`config.mk`:
```
export PLATFORM = sky130hd
export DESIGN_NAME = cache_fill_fsm_flat
export DESIGN_NICKNAME = d
export VERILOG_FILES = /design/src/rtl/cache_fill_fsm_if.sv /design/src/rtl/cache_fill_fsm.sv /design/src/flat_wrapper.sv
export SDC_FILE = /design/constraint.sdc
export NUM_CORES = 1
export LEC_CHECK = 0
export CAP_MARGIN = 20
export CORE_MARGIN = 8
export CORE_UTILIZATION = 35
export DETAILED_ROUTE_END_ITERATION = 10
export PLACE_DENSITY = 0.79
export SETUP_SLACK_MARGIN = 0.05
export SLEW_MARGIN = 40
export SYNTH_ARGS = -nofsm -noshare
export SYNTH_HDL_FRONTEND = slang
export SYNTH_SLANG_ARGS = --single-unit
```
`constraint.sdc`:
```
create_clock -name clk -period 3.35 [get_ports clk]
set_input_delay 1.005 -clock clk [delete_from_list [all_inputs] [get_ports clk]]
set_output_delay 1.005 -clock clk [all_outputs]
set_load 0.1 [all_outputs]
```
`src/rtl/cache_fill_fsm_if.sv`:
```
// Bundle of cache-miss, main-memory and cache-array signals used by cache_fill_fsm.
// The master modport belongs to the fill controller and the slave modport to its environment.
interface cache_fill_fsm_if #(
   parameter int BLOCK_WORDS = 8,
   parameter int ADDR_WIDTH  = 16
);
   logic                           miss_detected;
   logic [ADDR_WIDTH-1:0]          miss_address;
   logic                           memory_data_valid;
   logic [15:0]                    memory_data;
   logic                           memory_enable;
   logic [ADDR_WIDTH-1:0]          memory_address;
   logic                           fsm_busy;
   logic                           write_data_array;
   logic [$clog2(BLOCK_WORDS)-1:0] word_offset;
   logic [15:0]                    fill_data;
   logic                           write_tag_array;
   logic                           fill_done;

   modport master (
      input  miss_detected, miss_address, memory_data_valid, memory_data,
      output memory_enable, memory_address, fsm_busy, write_data_array,
             word_offset, fill_data, write_tag_array, fill_done
   );

   modport slave (
      output miss_detected, miss_address, memory_data_valid, memory_data,
      input  memory_enable, memory_address, fsm_busy, write_data_array,
             word_offset, fill_data, write_tag_array, fill_done
   );
endinterface

```
`src/rtl/cache_fill_fsm.sv`:
```
// Cache miss fill controller: streams one block from main memory into the cache arrays.
// Define CACHE_FILL_CRITICAL_WORD_FIRST_EN to issue and write the block in wrapped, critical-word-first order.
module cache_fill_fsm #(
   parameter int BLOCK_WORDS = 8,
   parameter int ADDR_WIDTH  = 16
) (
   input logic              clk,
   input logic              rst,
   cache_fill_fsm_if.master bus
);
   localparam int OW = $clog2(BLOCK_WORDS);
   localparam int CW = OW + 1;
   // Byte-address bits that lie inside one block; cleared to form the block base.
   localparam logic [ADDR_WIDTH-1:0] OFFSET_MASK = ADDR_WIDTH'((1 << CW) - 1);

   typedef enum logic {IDLE, FILL} state_t;

   state_t                state_reg, state_next;
   logic [ADDR_WIDTH-1:0] base_reg, base_next;
   logic [CW-1:0]         req_cnt_reg, req_cnt_next;
   logic [CW-1:0]         recv_cnt_reg, recv_cnt_next;
   logic [OW-1:0]         req_ord;
   logic [OW-1:0]         recv_ord;

`ifdef CACHE_FILL_CRITICAL_WORD_FIRST_EN
   logic [OW-1:0] crit_reg, crit_next;

   assign req_ord  = crit_reg + req_cnt_reg[OW-1:0];
   assign recv_ord = crit_reg + recv_cnt_reg[OW-1:0];
`else
   assign req_ord  = req_cnt_reg[OW-1:0];
   assign recv_ord = recv_cnt_reg[OW-1:0];
`endif

   always_ff @(posedge clk) begin
      if (rst) begin
         state_reg    <= IDLE;
         base_reg     <= '0;
         req_cnt_reg  <= '0;
         recv_cnt_reg <= '0;
`ifdef CACHE_FILL_CRITICAL_WORD_FIRST_EN
         crit_reg     <= '0;
`endif
      end else begin
         state_reg    <= state_next;
         base_reg     <= base_next;
         req_cnt_reg  <= req_cnt_next;
         recv_cnt_reg <= recv_cnt_next;
`ifdef CACHE_FILL_CRITICAL_WORD_FIRST_EN
         crit_reg     <= crit_next;
`endif
      end
   end

   always_comb begin
      state_next           = state_reg;
      base_next            = base_reg;
      req_cnt_next         = req_cnt_reg;
      recv_cnt_next        = recv_cnt_reg;
`ifdef CACHE_FILL_CRITICAL_WORD_FIRST_EN
      crit_next            = crit_reg;
`endif
      bus.memory_enable    = 1'b0;
      bus.memory_address   = '0;
      bus.fsm_busy         = 1'b0;
      bus.write_data_array = 1'b0;
      bus.word_offset      = '0;
      bus.fill_data        = bus.memory_data;
      bus.write_tag_array  = 1'b0;
      bus.fill_done        = 1'b0;

      case (state_reg)
         IDLE: begin
            if (bus.miss_detected) begin
               base_next     = bus.miss_address & ~OFFSET_MASK;
               req_cnt_next  = '0;
               recv_cnt_next = '0;
`ifdef CACHE_FILL_CRITICAL_WORD_FIRST_EN
               crit_next     = bus.miss_address[OW:1];
`endif
               state_next    = FILL;
            end
         end

         FILL: begin
            bus.fsm_busy = 1'b1;

            // Request side runs one word per cycle, independent of returns.
            if (req_cnt_reg < CW'(BLOCK_WORDS)) begin
               bus.memory_enable  = 1'b1;
               bus.memory_address = base_reg | {{(ADDR_WIDTH-OW-1){1'b0}}, req_ord, 1'b0};
               req_cnt_next       = req_cnt_reg + CW'(1);
            end

            if (bus.memory_data_valid && (recv_cnt_reg < CW'(BLOCK_WORDS))) begin
               bus.write_data_array = 1'b1;
               bus.word_offset      = recv_ord;
               recv_cnt_next        = recv_cnt_reg + CW'(1);
               // The last word also commits the tag; the block is resident after this edge.
               if (recv_cnt_reg == CW'(BLOCK_WORDS - 1)) begin
                  bus.write_tag_array = 1'b1;
                  bus.fill_done       = 1'b1;
                  state_next          = IDLE;
               end
            end
         end

         default: state_next = IDLE;
      endcase
   end
endmodule

```
`src/flat_wrapper.sv`:
```
// flat-port wrapper written by rule: the top's interface ports become plain ports
module cache_fill_fsm_flat 
#(
   parameter int BLOCK_WORDS = 8,
   parameter int ADDR_WIDTH  = 16
)
  (clk, rst, bus_miss_detected, bus_miss_address, bus_memory_data_valid, bus_memory_data, bus_memory_enable, bus_memory_address, bus_fsm_busy, bus_write_data_array, bus_word_offset, bus_fill_data, bus_write_tag_array, bus_fill_done);
  cache_fill_fsm_if #(.BLOCK_WORDS(BLOCK_WORDS), .ADDR_WIDTH(ADDR_WIDTH)) bus_i ();
  input logic clk;
  input logic rst;
  input wire logic [$bits(bus_i.miss_detected)-1:0] bus_miss_detected;
  input wire logic [$bits(bus_i.miss_address)-1:0] bus_miss_address;
  input wire logic [$bits(bus_i.memory_data_valid)-1:0] bus_memory_data_valid;
  input wire logic [$bits(bus_i.memory_data)-1:0] bus_memory_data;
  output wire logic [$bits(bus_i.memory_enable)-1:0] bus_memory_enable;
  output wire logic [$bits(bus_i.memory_address)-1:0] bus_memory_address;
  output wire logic [$bits(bus_i.fsm_busy)-1:0] bus_fsm_busy;
  output wire logic [$bits(bus_i.write_data_array)-1:0] bus_write_data_array;
  output wire logic [$bits(bus_i.word_offset)-1:0] bus_word_offset;
  output wire logic [$bits(bus_i.fill_data)-1:0] bus_fill_data;
  output wire logic [$bits(bus_i.write_tag_array)-1:0] bus_write_tag_array;
  output wire logic [$bits(bus_i.fill_done)-1:0] bus_fill_done;
  assign bus_i.miss_detected = bus_miss_detected;
  assign bus_i.miss_address = bus_miss_address;
  assign bus_i.memory_data_valid = bus_memory_data_valid;
  assign bus_i.memory_data = bus_memory_data;
  assign bus_memory_enable = bus_i.memory_enable;
  assign bus_memory_address = bus_i.memory_address;
  assign bus_fsm_busy = bus_i.fsm_busy;
  assign bus_write_data_array = bus_i.write_data_array;
  assign bus_word_offset = bus_i.word_offset;
  assign bus_fill_data = bus_i.fill_data;
  assign bus_write_tag_array = bus_i.write_tag_array;
  assign bus_fill_done = bus_i.fill_done;
  cache_fill_fsm #(.BLOCK_WORDS(BLOCK_WORDS), .ADDR_WIDTH(ADDR_WIDTH)) u_core (.clk(clk), .rst(rst), .bus(bus_i));
endmodule
```
==> After elaboration in Yosys (flattened, before gate mapping) <==
Cells that the tools add are included.
{ "op_classes": {"n_addsub": 2, "multipliers": 0, "div": 0, "magnitude_cmp": 2, "eq_ne": 4, "shifts": 0, "muxes": 21, "bitwise_logic": 2, "n_reduce_logical": 4} }
{ "ops": {"columns": ["operator", "count"], "rows": [
  ["2-to-1 mux 16 bit", 2],
  ["OR 16 x 4 -> 16 bit", 1],
  ["one-hot mux 4 bit (2 select lines)", 2],
  ["2-to-1 mux 4 bit", 3],
  ["2-to-1 mux 1 bit", 11],
  ["adder 4 x 1 -> 4 bit (second input constant)", 2],
  ["< comparator 4 bit (second input constant)", 2],
  ["2-to-1 mux 3 bit", 2],
  ["inequality test 2 bit (second input constant)", 3],
  ["AND reduction 2 bit", 3],
  ["equality test 4 x 3 -> 1 bit (second input constant)", 1],
  ["one-hot mux 1 bit (2 select lines)", 1],
  ["logical AND 1 bit", 1],
  ["inverter 1 bit", 1]
]} }
{ "totals": {"register_bits": 21, "latch_bits": 0, "ram_bits": 0, "romBits": 0, "out_inout_bits": 40, "wordCells": 39, "memories": 0} }

==> Depth between registers and ports, before layout <==
{ "logic_depth": {"depth_word": 4, "mapped_depth": 6} }

==> Least setup slack after synthesis <==
OpenSTA, ideal clock, no wires.
{ "synth_path": {"kind": "reg2out", "from": "register u_core.state_reg", "to": "output port bus_write_tag_array", "arrival_time_ns": 2.912, "setup_slack_ns": -0.567, "stages_incl_launch_ff": 5, "cell_sequence": "dfxtp_1 > buf_6 > and4b_1 > and2_4 > buf_4"} }
{ "synth_between": {"elab_chain_cells": 1} }
{ "synth_lines": {"columns": ["element", "line", "text"], "rows": [
  ["start: declaration", "cache_fill_fsm.sv:18", "state_t state_reg, state_next;"],
  ["start signal: assignment", "cache_fill_fsm.sv:45", "state_reg <= state_next;"],
  ["2-to-1 mux 1 bit", null, null],
  ["end: declaration", "flat_wrapper.sv:21", "output wire logic [$bits(bus_i.write_tag_array)-1:0] bus_write_tag_array;"]
]} }
Every way passes these cells.

==> Final worst setup path <==
{ "layout_path": {"from": "input port bus_memory_data_valid", "to": "output port bus_word_offset[1]"} }
{ "layout_between": {"elab_chain_cells": 3} }
{ "layout_lines": {"columns": ["element", "line", "text"], "rows": [
  ["start: declaration", "flat_wrapper.sv:13", "input wire logic [$bits(bus_i.memory_data_valid)-1:0] bus_memory_data_valid;"],
  ["logical AND 1 bit", "cache_fill_fsm.sv:95", "if (bus.memory_data_valid && (recv_cnt_reg < CW'(BLOCK_WORDS))) begin"],
  ["2-to-1 mux 3 bit", "cache_fill_fsm.sv:95", null],
  ["2-to-1 mux 3 bit", "cache_fill_fsm.sv:72", "case (state_reg)"],
  ["end: declaration", "flat_wrapper.sv:19", "output wire logic [$bits(bus_i.word_offset)-1:0] bus_word_offset;"]
]} }
Every way passes these cells.

==> metrics.yaml <==
synthesis:
  synth_top_area_frac: 0.3754
  synth_area_leader_cell: "dfxtp_1"
  syn-num-nets: 172
  syn_avg_cell_area_um2: 8.357
  ys_seq_elements: 21
  yosys-top-cells-area: "dfxtp_1, buf_4, and2_1"
  synth_cells: 134
  ys_types: 25
  yosys_warnings: 0
  synth_area_um2: 1120
  ys_seq_area_frac: 0.3754
timing:
  setup_viol: 0
  holdWs_ns: 0.4564
  rsz0062_at_grt: "false"
  relSlewSlack: 0.4519
  slew_viol_final: 0
  finalCritPeriodShare: 0.9713
  final_hold_viol_count: 0
  fin_setup_tns_ns: 0
  worst_slack_ns: 0.09601
  fmax_mhz: 307.3
  worst_pin_slew_ns: 0.8196
  skew_ns: 0.001431
  period_minus_slack_ns: 3.254
floorplanning:
  fp.dieH_um: 72.57
  initial_core_util: 0.3668
  dieArea_um2: 5266
  die_w_um: 72.57
  placementRows: 20
  coreArea_um2: 3053
  top_level_ports: 76
worst_setup_path:
  cp.required_ns: 2.34
  critical_path_class: "in2out"
  end_kind: "output pin"
  cp_cell_sequence: "clkdlybuf4s50_1 -> nand3b_1 -> clkinvlp_4 -> and2_2 -> buf_12"
  critPathSlowestCell: "clkdlybuf4s50_1"
  crit_start: "bus_memory_data_valid"
  critPathMaxStageDelay_ns: 0.44
  crit-reg2reg-launch: "u_core.state_reg"
  cp_max_fo: 5
  cp-start-kind: "input port"
  crit_arrival_ns: 2.25
place:
  portBuffers: 38
  pre_cts_slack_ns: 0.09816
  place_congestion: 0.6637
  hpwl_um: 1827
grt:
  grt_pass1_wl_um: 3884
  grt_max_degree: 22
  grt_overflow: 0
  antenna_found_initial: 0
  grtUsageTotal: 0.09238
  grt_pass1_vias: 862
clock_network:
  ctsHtreeMaxLevel: 1
  clockBufferDepth: 2
  clock-root-buffer: "clkbuf_4"
  clock_sinks: 21
  clkTransAtPathRegs_ns: 0.11
  ctsResizeCount: 0
  insertion_delay_ns: 0.30
  numCtsBuffers: 3
  postCtsHoldBufs: 0
  post_cts_buffers: 0
  cts_tree: "built"
drt:
  ant_nets: 0
  vias: 878
  drtIter0Drc: 29
  viasPerCell: 4.480
  routedWlPerCell_um: 12.59
  drc: 0
  firstDrtPassIters: 4
  postRouteWirelength_um: 2467
power:
  finalPower_mw: 0.5186
  power.leakage_nw: 0.5856
  ir_drop_v: 0.0001323
  power.density_nw_per_um2: 363.3
run_status:
  status: "completed"
flow_run:
  maxCapViolations: 0
final_layout:
  diodes: 0
  drive_above_1_share: 0.2566
  area_delta_synth_final_pct: 27.49
  largest_reg_flops: 12
  final_util: 0.4676
  final_nets: 191
worst_hold_path:
  hp-class: "reg2reg"
  holdCritStartpoint: "u_core.base_reg[12]"
-- final cells by class --
class                      count  area, µm²
tap                           44      55.05
sequential                    21      421.7
timing repair buffer          39      405.4
inverter                       2      11.26
clock inverter                 1      5.005
clock buffer                   3      22.52
multi-input combinational     86      506.7
fill                         309       1625
-- synthesized netlist by cell type, drive strengths merged --
library cell and number:
a21oi 16, a32oi 1, a41oi 1, and2 18
and4b 1, buf 23, clkbuf 2, conb 1
dfxtp 21, ha 2, inv 2, nand2 26
nand2b 4, nand3 4, nand3b 2, nand4b 1
nor2 2, nor2b 1, nor3 4, xor2 2
-- path summary, 6_finish.rpt --
path	to	slack (ns)	cells after the start
max	bus_word_offset[1]	0.1	5
min	u_core.base_reg[12]	0.46	2
min reg2reg	u_core.base_reg[12]	0.46	2
max reg2reg	u_core.req_cnt_reg[0]	2.10	4
-- kinds of logic after synthesis --
group,synth area share
flops,0.3754
fa+ha+maj,0.02234
simple gates,0.3084
buf+inv,0.1777
xor+xnor,0.01565
compound gates,0.09721
other cells,0.003349
-- report_power, final --
part / internal [mW] / switching (mW)
registers: 0.261 / 0.00845
logic: 0.0408 / 0.0889
clock network: 0.0444 / 0.0749
total: 0.346 / 0.172
-- metrics by stage --
stage / cells / area, µm²
finish: 196 / 1428
floorplan: 134 / 1131
CTS: 195 / 1420
detailed placement: 191 / 1393
global placement: 191 / 1393
global route: 196 / 1428
-- layer usage --
layer  wire, µm  share of wire  track usage
met1        916           0.37      0.08519
met5          0              0            0
met3        218          0.088      0.03030
met4         36          0.015      0.05333
met2       1295           0.52       0.1720
-- placed cells by master, fill, tap and decap left out --
cell type        netlist  routed
a41oi_1                1       1
and2_4                 1       1
dfxtp_2                0       1
clkinvlp_4             0       1
clkdlybuf4s50_1        0      15
clkinv_2               0       1
and2_1                17      15
a21oi_1               15      15
nand4b_1               1       1
and2_2                 0       2
dfxtp_1               21      20
clkbuf_4               0       3
nor3_2                 1       1
ha_1                   2       2
inv_1                  2       1
and4b_4                0       1
nand2b_4               1       1
nor2b_4                1       1
a21oi_2                1       1
nand2_1               26      26
nand3_1                4       4
conb_1                 1       1
buf_4                 20      18
nor2_1                 2       2
xor2_1                 2       2
nand3b_1               2       2
buf_12                 0       6
a32oi_2                1       1
nor3_1                 3       3
nand2b_1               3       3
-- worst max-delay path: cells and delay by family --
kind          cells  cell delay, ns
simple gates      2            0.44
buf+inv           3            0.79
No activity file was read; power rests on OpenSTA's default activity.
